--- src/rtl/test_sig_pkg.sv ---
`default_nettype none
// ============================================================================
// Module      : test_sig_pkg
// Description : Shared types and the MISR update function for the
//               test-signature compactor.
// Revision    : 1.0 - initial release
// ============================================================================
package test_sig_pkg;

  // Widest signature supported by misr_next.
  localparam int unsigned MISR_MAX_W = 64;

  // Run-control states of the compactor.
  typedef enum logic [1:0] {
    IDLE = 2'd0,
    RUN  = 2'd1,
    DONE = 2'd2
  } sig_state_t;

  // One MISR step: shift left, fold the polynomial in when the MSB falls
  // out, then mix the new sample. Operands are carried at full 64-bit
  // width and the result is masked down to 'width' bits, so one function
  // serves every configured width.
  function automatic logic [MISR_MAX_W-1:0] misr_next(
    input logic [MISR_MAX_W-1:0] sig,
    input logic [MISR_MAX_W-1:0] data,
    input logic [MISR_MAX_W-1:0] poly,
    input int unsigned           width = MISR_MAX_W
  );
    logic [MISR_MAX_W-1:0] mask;
    logic [MISR_MAX_W-1:0] fb;
    logic                  msb;
    // width[5:0]-1 wraps to 63 for width 64, which is the intended MSB.
    msb  = sig[width[5:0] - 6'd1];
    fb   = msb ? poly : '0;
    mask = {MISR_MAX_W{1'b1}} >> (7'd64 - width[6:0]);
    return ((sig << 1) ^ fb ^ data) & mask;
  endfunction

endpackage
`default_nettype wire

--- src/rtl/test_signature_misr_misr_reg.sv ---
`default_nettype none
// ============================================================================
// Module      : misr_reg
// Description : WIDTH-bit multiple-input signature register with a SEED
//               load and an accept enable.
// Revision    : 1.0 - initial release
// ============================================================================
module misr_reg
  import test_sig_pkg::*;
#(
  parameter int               WIDTH = 32,
  parameter logic [WIDTH-1:0] POLY  = WIDTH'(32'h04C11DB7),
  parameter logic [WIDTH-1:0] SEED  = '1
) (
  input  logic             clk,
  input  logic             nrst,
  input  logic             load,
  input  logic             en,
  input  logic [WIDTH-1:0] data,
  output logic [WIDTH-1:0] sig
);

  logic [WIDTH-1:0] r_sig;
  logic [WIDTH-1:0] w_sig_next;

  assign w_sig_next = WIDTH'(misr_next(MISR_MAX_W'(r_sig), MISR_MAX_W'(data),
                                       MISR_MAX_W'(POLY), WIDTH));

  // Signature register: reset and load take the seed, enable folds in data.
  always_ff @(posedge clk) begin
    if (!nrst) begin
      r_sig <= SEED;
    end else if (load) begin
      r_sig <= SEED;
    end else if (en) begin
      r_sig <= w_sig_next;
    end
  end

  assign sig = r_sig;

endmodule
`default_nettype wire

--- config.mk ---
export PLATFORM = sky130hd
export DESIGN_NAME = misr_reg
export DESIGN_NICKNAME = d
export VERILOG_FILES = /design/src/rtl/test_sig_pkg.sv /design/src/rtl/test_signature_misr_misr_reg.sv
export SDC_FILE = /design/constraint.sdc
export NUM_CORES = 1
export LEC_CHECK = 0
export ABC_AREA = 1
export BUFFER_PORTS_ARGS = -buffer_cell sky130_fd_sc_hd__buf_2
export CAP_MARGIN = 20
export CORE_ASPECT_RATIO = 1.5
export CORE_UTILIZATION = 45
export CTS_BUF_LIST = sky130_fd_sc_hd__clkbuf_8
export DETAILED_ROUTE_END_ITERATION = 10
export PLACE_DENSITY = 0.81
export SLEW_MARGIN = 0
export SYNTH_ARGS = -nofsm -noshare
export SYNTH_HDL_FRONTEND = slang
export SYNTH_SLANG_ARGS = --single-unit
--- constraint.sdc ---
create_clock -name clk -period 1.04 [get_ports clk]
set_clock_uncertainty 0.15 [all_clocks]
set_input_delay 0.052 -clock clk [delete_from_list [all_inputs] [get_ports clk]]
set_output_delay 0.052 -clock clk [all_outputs]
set_load 0.005 [all_outputs]
==> reports/summary.json, run 1 <==
{
  "grt_start_max_net_pins": 20,
  "dieHeight_um": 77.04,
  "largest_register_ffs": 32,
  "post-route-drc-count": 0,
  "crit_path_max_fanout": 14,
  "maxCapViolCount": 0,
  "unrepaired_setup_endpoints_after_global_routing": "yes",
  "final.period_utilization_pct": 108.0,
  "seq_area_frac_synth_pct": 37.93,
  "dr_total_vias": 2151,
  "worst-slew-pin-transition_ns": 0.2156,
  "htree_num_levels": 2,
  "crit_path_start_kind": "flop",
  "synth.ff_latch_count": 32,
  "min-delay-path-class": "input pin to flop",
  "critPathArrivalTime_ns": 1.16,
  "cts_tree": "built",
  "final_cells": 414,
  "first_pass_iteration_count_of_the_detailed_router": 4,
  "drv_slew": 0,
  "finalSetupViolCount": 12,
  "synthDominantAreaCellType": "sky130_fd_sc_hd__dfxtp_1",
  "drtAntennaViolNets": 0,
  "grt_pass1_vias": 1990,
  "dp_hpwl_um": 3126,
  "core_area_um2": 3481,
  "kind_of_end_point_of_the_critical_path": "flop",
  "synth.area.top_cells": "sky130_fd_sc_hd__dfxtp_1 (38%), sky130_fd_sc_hd__nand2_1 (19%), sky130_fd_sc_hd__a21oi_1 (15%), sky130_fd_sc_hd__nand3_1 (11%), sky130_fd_sc_hd__inv_1 (5.8%)",
  "cts_buffer_depth": 2,
  "timing.critical_path.required_ns": 1.08,
  "cts.clk_slew.worst_paths_ns": 0.07,
  "synthesis.nets": 302,
  "failed_checks": "negative setup slack",
  "grt_pass1_wl_um": 8383,
  "post_route_cells_drive_above_1_share_pct": 30.38,
  "boundaryPins": 68,
  "drt_first_iter_violations": 42,
  "gr_util_all_layers_pct": 28.04,
  "final_common_cell": "sky130_fd_sc_hd__nand2_1",
  "dp_cells": 371,
  "fill_cells": 266,
  "grt.overflow.total": 0,
  "ir_drop_mv": 1.136,
  "run_status": "complete, but fails checks",
  "mostFrequentLayoutCells": "sky130_fd_sc_hd__nand2_1 (85), sky130_fd_sc_hd__buf_2 (66), sky130_fd_sc_hd__a21oi_1 (50)",
  "criticalPathCategory": "flop to flop",
  "wirelength_um": 5288,
  "route.detailed.wl_per_inst_um": 12.77,
  "timing.final.hold_violations": 0,
  "area_growth_pct": 55.48,
  "chipWidth_um": 52.03,
  "min_period_ns": 1.123,
  "num_antenna_cells": 0,
  "cts_num_sinks": 32,
  "clock_latency_ns": 0.30,
  "drt-vias-per-instance": 5.196,
  "relSlewSlack_pct": 85.63,
  "yosys_warnings": 0,
  "gp_congestion": 0.7759,
  "std_cell_rows": 26,
  "synth_top_cell_area_share_pct": 37.93,
  "power_density_nw_per_um2": 1163,
  "root_buffer": "sky130_fd_sc_hd__clkbuf_8",
  "finalWorstSetupSlack_ns": -0.08291,
  "ys_types": 13,
  "max_freq_ghz": 0.8905,
  "post_layout_total_power_mw": 3.054,
  "post_synth.cell_area_avg_um2": 6.350,
  "grt_antenna_before_repair": 0,
  "cts_inserted_buffers": 5,
  "start_util_pct": 48.53,
  "port_buffers": 67,
  "fin_nets": 408,
  "syn_area_um2": 1689,
  "synth_cells": 266,
  "die_area_um2": 4008,
  "total_leakage_power_nw": 1.272
}
area by class of cell:
class	instances	area [µm²]	share of cell area, %
repair buffers	111	809.5	30.82
well taps	42	52.55	2.001
flip-flops and latches	32	669.4	25.49
inverters	28	112.6	4.288
multi-input cells	194	885.9	33.73
clock buffers	7	96.34	3.668
worst paths after layout:
check | from | to | slack (ns) | depth (start not counted)
worst max register to register | sig[31] | sig[11] | -0.08 | 5
worst max-delay path | sig[31] | sig[11] | -0.08 | 5
worst min-delay path | en | sig[16] | 0.06 | 4
worst min register to register | sig[20] | sig[21] | 0.34 | 2
cells in the mapped netlist (all sizes together):
library cell   n
o21ai         19
a21oi         51
nand3         38
buf           12
nand2         85
dfxtp         32
nand3b         1
inv           28
through the flow:
stage / setup slack, ns / utilization (%) / cell area [µm²] / hold slack [ns] / TNS (ns)
2_1_floorplan: -0.003582 / - / 1707 / 0.008669 / -0.03538
5_1_grt: -0.08660 / 75.45 / 2626 / 0.07631 / -0.8733
3_5_place_dp: 0.009368 / 60.39 / 2102 / 0.1173 / 0
6_report: -0.08291 / 75.45 / 2626 / 0.05818 / -0.2688
4_1_cts: -0.05484 / 74.19 / 2582 / 0.07645 / -0.1278
3_3_place_gp: 0.05060 / 60.39 / 2102 / 0.1102 / 0
logic make-up after synthesis:
kind of cell / after synthesis / share of synthesized area (%)
buffers and inverters: 40 / 10.74
flip-flops: 32 / 37.93
AO/OA/AOI/OAI: 70 / 20.74
AND/OR/NAND/NOR: 124 / 30.59
critical path, stage by stage (launching register included):
cell and delay (ns):
sky130_fd_sc_hd__dfxtp_4 0.36, sky130_fd_sc_hd__buf_12 0.13, sky130_fd_sc_hd__inv_8 0.08, sky130_fd_sc_hd__nand3_1 0.10, sky130_fd_sc_hd__nand3_1 0.11, sky130_fd_sc_hd__nand2_1 0.06
where the power goes:
| part | internal (mW) | switching [mW] |
|---|---|---|
| Sequential | 1.29 | 0.0631 |
| Combinational | 0.328 | 0.306 |
| Clock | 0.589 | 0.478 |
layer usage:
metal  up-vias  share of wire (%)  global-route usage [%]
met5         -                  0                       0
met4         0                2.3                   14.86
met3        12                5.1                   7.540
met2        62                 54                   48.21
met1       988                 39                   29.66
li1       1089                  -                       -
what timing repair did:
| item | 4_1_cts | 5_1_grt |
|---|---|---|
| cloned | 0 | 0 |
| hold buffers | 32 | 0 |
| pin swaps | 5 | 3 |
| endpoints found under the setup margin | 4 | 32 |
| hold endpoints to repair | 32 | 0 |
| resized for setup | 8 | 22 |
| buffers inserted | 4 | 0 |
Power figures use the tool's default switching activity.
==> inputs of run 2 (changes only) <==
--- a/config.mk
+++ b/config.mk
@@ -5,7 +5,6 @@
 export SDC_FILE = /design/constraint.sdc
 export NUM_CORES = 1
 export LEC_CHECK = 0
-export ABC_AREA = 1
 export BUFFER_PORTS_ARGS = -buffer_cell sky130_fd_sc_hd__buf_2
 export CAP_MARGIN = 20
 export CORE_ASPECT_RATIO = 1.5
==> run 2 against run 1 <==
Against the previous run: the flow still finishes with violations (negative setup slack); final cell count decreased by 29%; maximum frequency decreased by 7.5%; combinational power increased by 16%; power increased by 1.9%; area after synthesis decreased by 1.9%; clock power decreased by 4%; final area increased by 2.6%; critical path depth decreased by 1; global-route usage decreased by 4.1 points; core utilization increased by 2.7 points; synthesized cell count decreased by 47%; sequential share of layout area decreased by 1.0 points; critical path type unchanged.
==> reports/summary.json, run 2 <==
{
  "ys_types": {"value": 14, "change": "was 13"},
  "total_switching_power": {"value": 0.7436, "unit": "mW", "change": "was 0.8470 mW"},
  "htree_num_levels": {"value": 2, "change": "unchanged"},
  "timing.final.hold_violations": {"value": 0, "change": "unchanged"},
  "fill_cells": {"value": 236, "change": "was 266"},
  "switching_share": {"value": 23.90, "unit": "%", "change": "was 27.74%"},
  "cts.clk_slew.worst_paths": {"value": 0.07, "unit": "ns", "change": "about the same"},
  "most_common_cell_in_the_synthesized_netlist": {"value": "sky130_fd_sc_hd__dfxtp_1", "change": "was sky130_fd_sc_hd__nand2_1"},
  "total_leakage_power": {"value": 1.291, "unit": "nW", "change": "was 1.272 nW"},
  "min_period": {"value": 1.214, "unit": "ns", "change": "was 1.123 ns"},
  "grt_pass1_wl": {"value": 6817, "unit": "µm", "change": "was 8383 µm"},
  "min-delay-path-class": {"value": "input pin to flop", "change": "unchanged"},
  "drt-vias-per-instance": {"value": 4.919, "change": "was 5.196"},
  "fin_nets": {"value": 288, "change": "was 408"},
  "chipWidth": {"value": 51.54, "unit": "µm", "change": "was 52.03 µm"},
  "grt.met1_usage": {"value": 25.45, "unit": "%", "change": "was 29.66%"},
  "post_route_cells_drive_above_1_share": {"value": 51.38, "unit": "%", "change": "was 30.38%"},
  "gr_util_all_layers": {"value": 23.95, "unit": "%", "change": "was 28.04%"},
  "maxCapViolCount": {"value": 0, "change": "unchanged"},
  "syn_area": {"value": 1657, "unit": "µm²", "change": "was 1689 µm²"},
  "max_freq": {"value": 0.8235, "unit": "GHz", "change": "was 0.8905 GHz"},
  "run_status": {"value": "complete, but fails checks", "change": "unchanged"},
  "gp_congestion": {"value": 0.7457, "change": "was 0.7759"},
  "critPathArrivalTime": {"value": 1.28, "unit": "ns", "change": "was 1.16 ns"},
  "mostFrequentLayoutCells": {"value": "sky130_fd_sc_hd__buf_2 (55), sky130_fd_sc_hd__nand2b_1 (31), sky130_fd_sc_hd__buf_6 (29)", "change": "was sky130_fd_sc_hd__nand2_1 (85), sky130_fd_sc_hd__buf_2 (66), sky130_fd_sc_hd__a21oi_1 (50)"},
  "gr-max-usage-layer": {"value": "met2", "change": "unchanged"},
  "grt_start_max_net_pins": {"value": 33, "change": "was 20"},
  "drv_slew": {"value": 0, "change": "unchanged"},
  "root_buffer": {"value": "sky130_fd_sc_hd__clkbuf_8", "change": "unchanged"},
  "worst_path_largest_cell_delay": {"value": 0.38, "unit": "ns", "change": "was 0.36 ns"},
  "clock_latency": {"value": 0.28, "unit": "ns", "change": "was 0.30 ns"},
  "route.detailed.wl_per_inst": {"value": 14.45, "unit": "µm", "change": "was 12.77 µm"},
  "worst-slew-pin-transition": {"value": 0.1864, "unit": "ns", "change": "was 0.2156 ns"},
  "area_growth": {"value": 62.61, "unit": "%", "change": "was 55.48%"},
  "unrepaired_setup_endpoints_after_global_routing": {"value": "yes", "change": "unchanged"},
  "boundaryPins": {"value": 68, "change": "unchanged"},
  "post_synth.cell_area_avg": {"value": 11.75, "unit": "µm²", "change": "was 6.350 µm²"},
  "post-route-drc-count": {"value": 0, "change": "unchanged"},
  "final.period_utilization": {"value": 116.8, "unit": "%", "change": "was 108.0%"},
  "port_buffers": {"value": 67, "change": "unchanged"},
  "cts_inserted_buffers": {"value": 5, "change": "unchanged"},
  "drtAntennaViolNets": {"value": 0, "change": "unchanged"},
  "synth_top_cell_area_share": {"value": 38.67, "unit": "%", "change": "was 37.93%"},
  "power_density": {"value": 1155, "unit": "nW/µm²", "change": "was 1163 nW/µm²"},
  "final_common_cell": {"value": "sky130_fd_sc_hd__buf_2", "change": "was sky130_fd_sc_hd__nand2_1"},
  "grt_antenna_before_repair": {"value": 0, "change": "unchanged"},
  "largest_register_ffs": {"value": 32, "change": "unchanged"},
  "core_area": {"value": 3448, "unit": "µm²", "change": "was 3481 µm²"},
  "synthDominantAreaCellType": {"value": "sky130_fd_sc_hd__dfxtp_1", "change": "unchanged"},
  "critical_path.slowest_cell": {"value": "sky130_fd_sc_hd__dfxtp_4", "change": "unchanged"},
  "synth.top_cells.by_count": {"value": "sky130_fd_sc_hd__dfxtp_1 (32), sky130_fd_sc_hd__nand2b_1 (31), sky130_fd_sc_hd__o211ai_1 (25), sky130_fd_sc_hd__xnor2_1 (19), sky130_fd_sc_hd__xnor3_1 (8)", "change": "was sky130_fd_sc_hd__nand2_1 (85), sky130_fd_sc_hd__a21oi_1 (51), sky130_fd_sc_hd__nand3_1 (38), sky130_fd_sc_hd__dfxtp_1 (32), sky130_fd_sc_hd__inv_1 (26)"},
  "critical_path.most_common_cell": {"value": "sky130_fd_sc_hd__buf_6", "change": "was sky130_fd_sc_hd__nand3_1"},
  "grt_pass1_vias": {"value": 1482, "change": "was 1990"},
  "criticalPathCategory": {"value": "flop to flop", "change": "unchanged"},
  "crit_path_max_fanout": {"value": 6, "change": "was 14"},
  "share_comb_of_total_power": {"value": 23.7, "unit": "%", "change": "was 20.8%"},
  "cts_num_sinks": {"value": 32, "change": "unchanged"},
  "drt_first_iter_violations": {"value": 22, "change": "was 42"},
  "cts_buffer_depth": {"value": 2, "change": "unchanged"},
  "relSlewSlack": {"value": 87.49, "unit": "%", "change": "was 85.63%"},
  "kind_of_end_point_of_the_critical_path": {"value": "flop", "change": "unchanged"},
  "cell_internal_power": {"value": 2.368, "unit": "mW", "change": "was 2.207 mW"},
  "synth.area.top_cells": {"value": "sky130_fd_sc_hd__dfxtp_1 (39%), sky130_fd_sc_hd__nand2b_1 (12%), sky130_fd_sc_hd__o211ai_1 (11%), sky130_fd_sc_hd__xnor3_1 (11%), sky130_fd_sc_hd__xnor2_1 (10%)", "change": "was sky130_fd_sc_hd__dfxtp_1 (38%), sky130_fd_sc_hd__nand2_1 (19%), sky130_fd_sc_hd__a21oi_1 (15%), sky130_fd_sc_hd__nand3_1 (11%), sky130_fd_sc_hd__inv_1 (5.8%)"},
  "dp_hpwl": {"value": 2618, "unit": "µm", "change": "was 3126 µm"},
  "synthesis.nets": {"value": 177, "change": "was 302"},
  "die_area": {"value": 3933, "unit": "µm²", "change": "was 4008 µm²"},
  "final_cells": {"value": 295, "change": "was 414"},
  "yosys_warnings": {"value": 0, "change": "unchanged"},
  "hold_depth": {"value": 4, "change": "unchanged"},
  "asyncSetResetFlopFracSynth": {"value": 0, "unit": "%", "change": "unchanged"},
  "timing.critical_path.required": {"value": 1.10, "unit": "ns", "change": "was 1.08 ns"},
  "cts_tree": {"value": "built", "change": "unchanged"},
  "crit_path_start_kind": {"value": "flop", "change": "unchanged"},
  "seq_area_frac_synth": {"value": 38.67, "unit": "%", "change": "was 37.93%"},
  "grtUsageMet3": {"value": 6.587, "unit": "%", "change": "was 7.540%"},
  "setup_total_negative_slack": {"value": -1.894, "unit": "ns", "change": "was -0.2688 ns"},
  "failed_checks": {"value": "negative setup slack", "change": "unchanged"},
  "ir_drop": {"value": 1.050, "unit": "mV", "change": "was 1.136 mV"},
  "worst-r2r-cell-count": {"value": 4, "change": "was 5"},
  "start_util": {"value": 48.04, "unit": "%", "change": "was 48.53%"},
  "dr_total_vias": {"value": 1451, "change": "was 2151"},
  "synth_cells": {"value": 141, "change": "was 266"},
  "first_pass_iteration_count_of_the_detailed_router": {"value": 4, "change": "unchanged"},
  "synthFlopType": {"value": "sky130_fd_sc_hd__dfxtp_1", "change": "unchanged"},
  "critical_path.cell_chain": {"value": "buf_6, buf_6, xnor3_1, o211ai_2", "change": "was buf_12, inv_8, nand3_1, nand3_1, nand2_1"},
  "power.share.sequential": {"value": 43.3, "unit": "%", "change": "was 44.3%"},
  "dp_cells": {"value": 260, "change": "was 371"},
  "synth_enable_flop_cells": {"value": 0, "change": "unchanged"},
  "synth.ff_latch_count": {"value": 32, "change": "unchanged"},
  "num_antenna_cells": {"value": 0, "change": "unchanged"},
  "grt.overflow.total": {"value": 0, "change": "unchanged"},
  "finalSetupViolCount": {"value": 16, "change": "was 12"},
  "std_cell_rows": {"value": 26, "change": "unchanged"},
  "finalWorstSetupSlack": {"value": -0.1744, "unit": "ns", "change": "was -0.08291 ns"},
  "dieHeight": {"value": 76.31, "unit": "µm", "change": "was 77.04 µm"},
  "grtUsageMet2": {"value": 42.34, "unit": "%", "change": "was 48.21%"},
  "post_layout_total_power": {"value": 3.111, "unit": "mW", "change": "was 3.054 mW"},
  "wirelength": {"value": 4264, "unit": "µm", "change": "was 5288 µm"},
  "power.share.clock": {"value": 33.0, "unit": "%", "change": "was 35.0%"}
}
==> run 2: cell types whose count changed in the layout (fill, tap and decap cells not counted), sizes merged, moves of 13 or more <==
cell	previous run	this run
nand2	85	0
a21oi	51	0
nand3	38	0
o211ai	0	32
nand2b	0	31
inv	28	2
o21ai	19	0
xnor2	0	19
buf	79	96
dlygate4sd3	32	19
xnor3	0	13
==> run 2: power groups by stage <==
| stage | registers, mW | logic [mW] | clock network [mW] |
|---|---|---|---|
| 3_3_place_gp | 1.37 | 0.584 | 0 |
| 5_1_grt | 1.35 | 0.795 | 1.12 |
| 4_1_cts | 1.35 | 0.723 | 1.07 |
| 2_1_floorplan | 1.37 | 0.354 | 0 |
| 3_5_place_dp | 1.37 | 0.595 | 0 |
| 6_report | 1.35 | 0.737 | 1.03 |
==> run 2: layout make-up <==
type	count	area, µm²	area share, %
clock inverter	1	3.754	0.1393
timing repair buffer	115	907.1	33.67
clock buffer	7	96.34	3.576
inverter	1	3.754	0.1393
tap	42	52.55	1.951
sequential	32	659.4	24.48
multi-input combinational	97	970.9	36.04
==> run 2: stage by stage <==
step,util (%),area (µm²),setup slack [ns],hold slack (ns)
final,78.12,2694,-0.1744,0.01285
after global routing,78.12,2694,-0.2280,0.02095
after CTS,77.47,2671,-0.1469,-0.004392
after detailed placement,63.50,2190,-0.1451,0.2176
after global placement,63.50,2190,-0.09895,0.2110
after floorplan,-,1668,-0.07732,0.1017
==> run 2: what timing repair did <==
item / in CTS / in global routing
cloned: 0 / 0
endpoints found under the setup margin: 27 / 29
setup buffers: 5 / 5
hold buffers: 19 / 0
resized for setup: 37 / 2
hold endpoints to repair: 22 / 0
pin swaps: 7 / 3
==> run 2: logic make-up after synthesis <==
family / after synthesis / share of synthesized area [%]
and+or+nand+nor: 33 / 12.54
xor gates and xnor gates: 32 / 28.85
buffers and inverters: 12 / 3.323
AOI/OAI and AO/OA: 32 / 16.62
DFF: 32 / 38.67
==> run 2: final timing paths <==
check / from / end / slack [ns]
max: sig[31] / sig[5] / -0.17
min reg2reg: sig[28] / sig[28] / 0.37
min: load / sig[4] / 0.01
max reg2reg: sig[31] / sig[5] / -0.17
==> run 2: routing by layer <==
layer	up-vias	part of all wire [%]
met5	-	0
met4	0	2.3
met3	8	5.4
met2	52	55
met1	678	38
li1	713	-
==> run 2: worst max-delay path: cells and delay by family, from the launching register on <==
family          cells  cell delay (ns)
flops               1             0.38
xor+xnor            1             0.21
buf+inv             2             0.23
compound gates      1             0.16
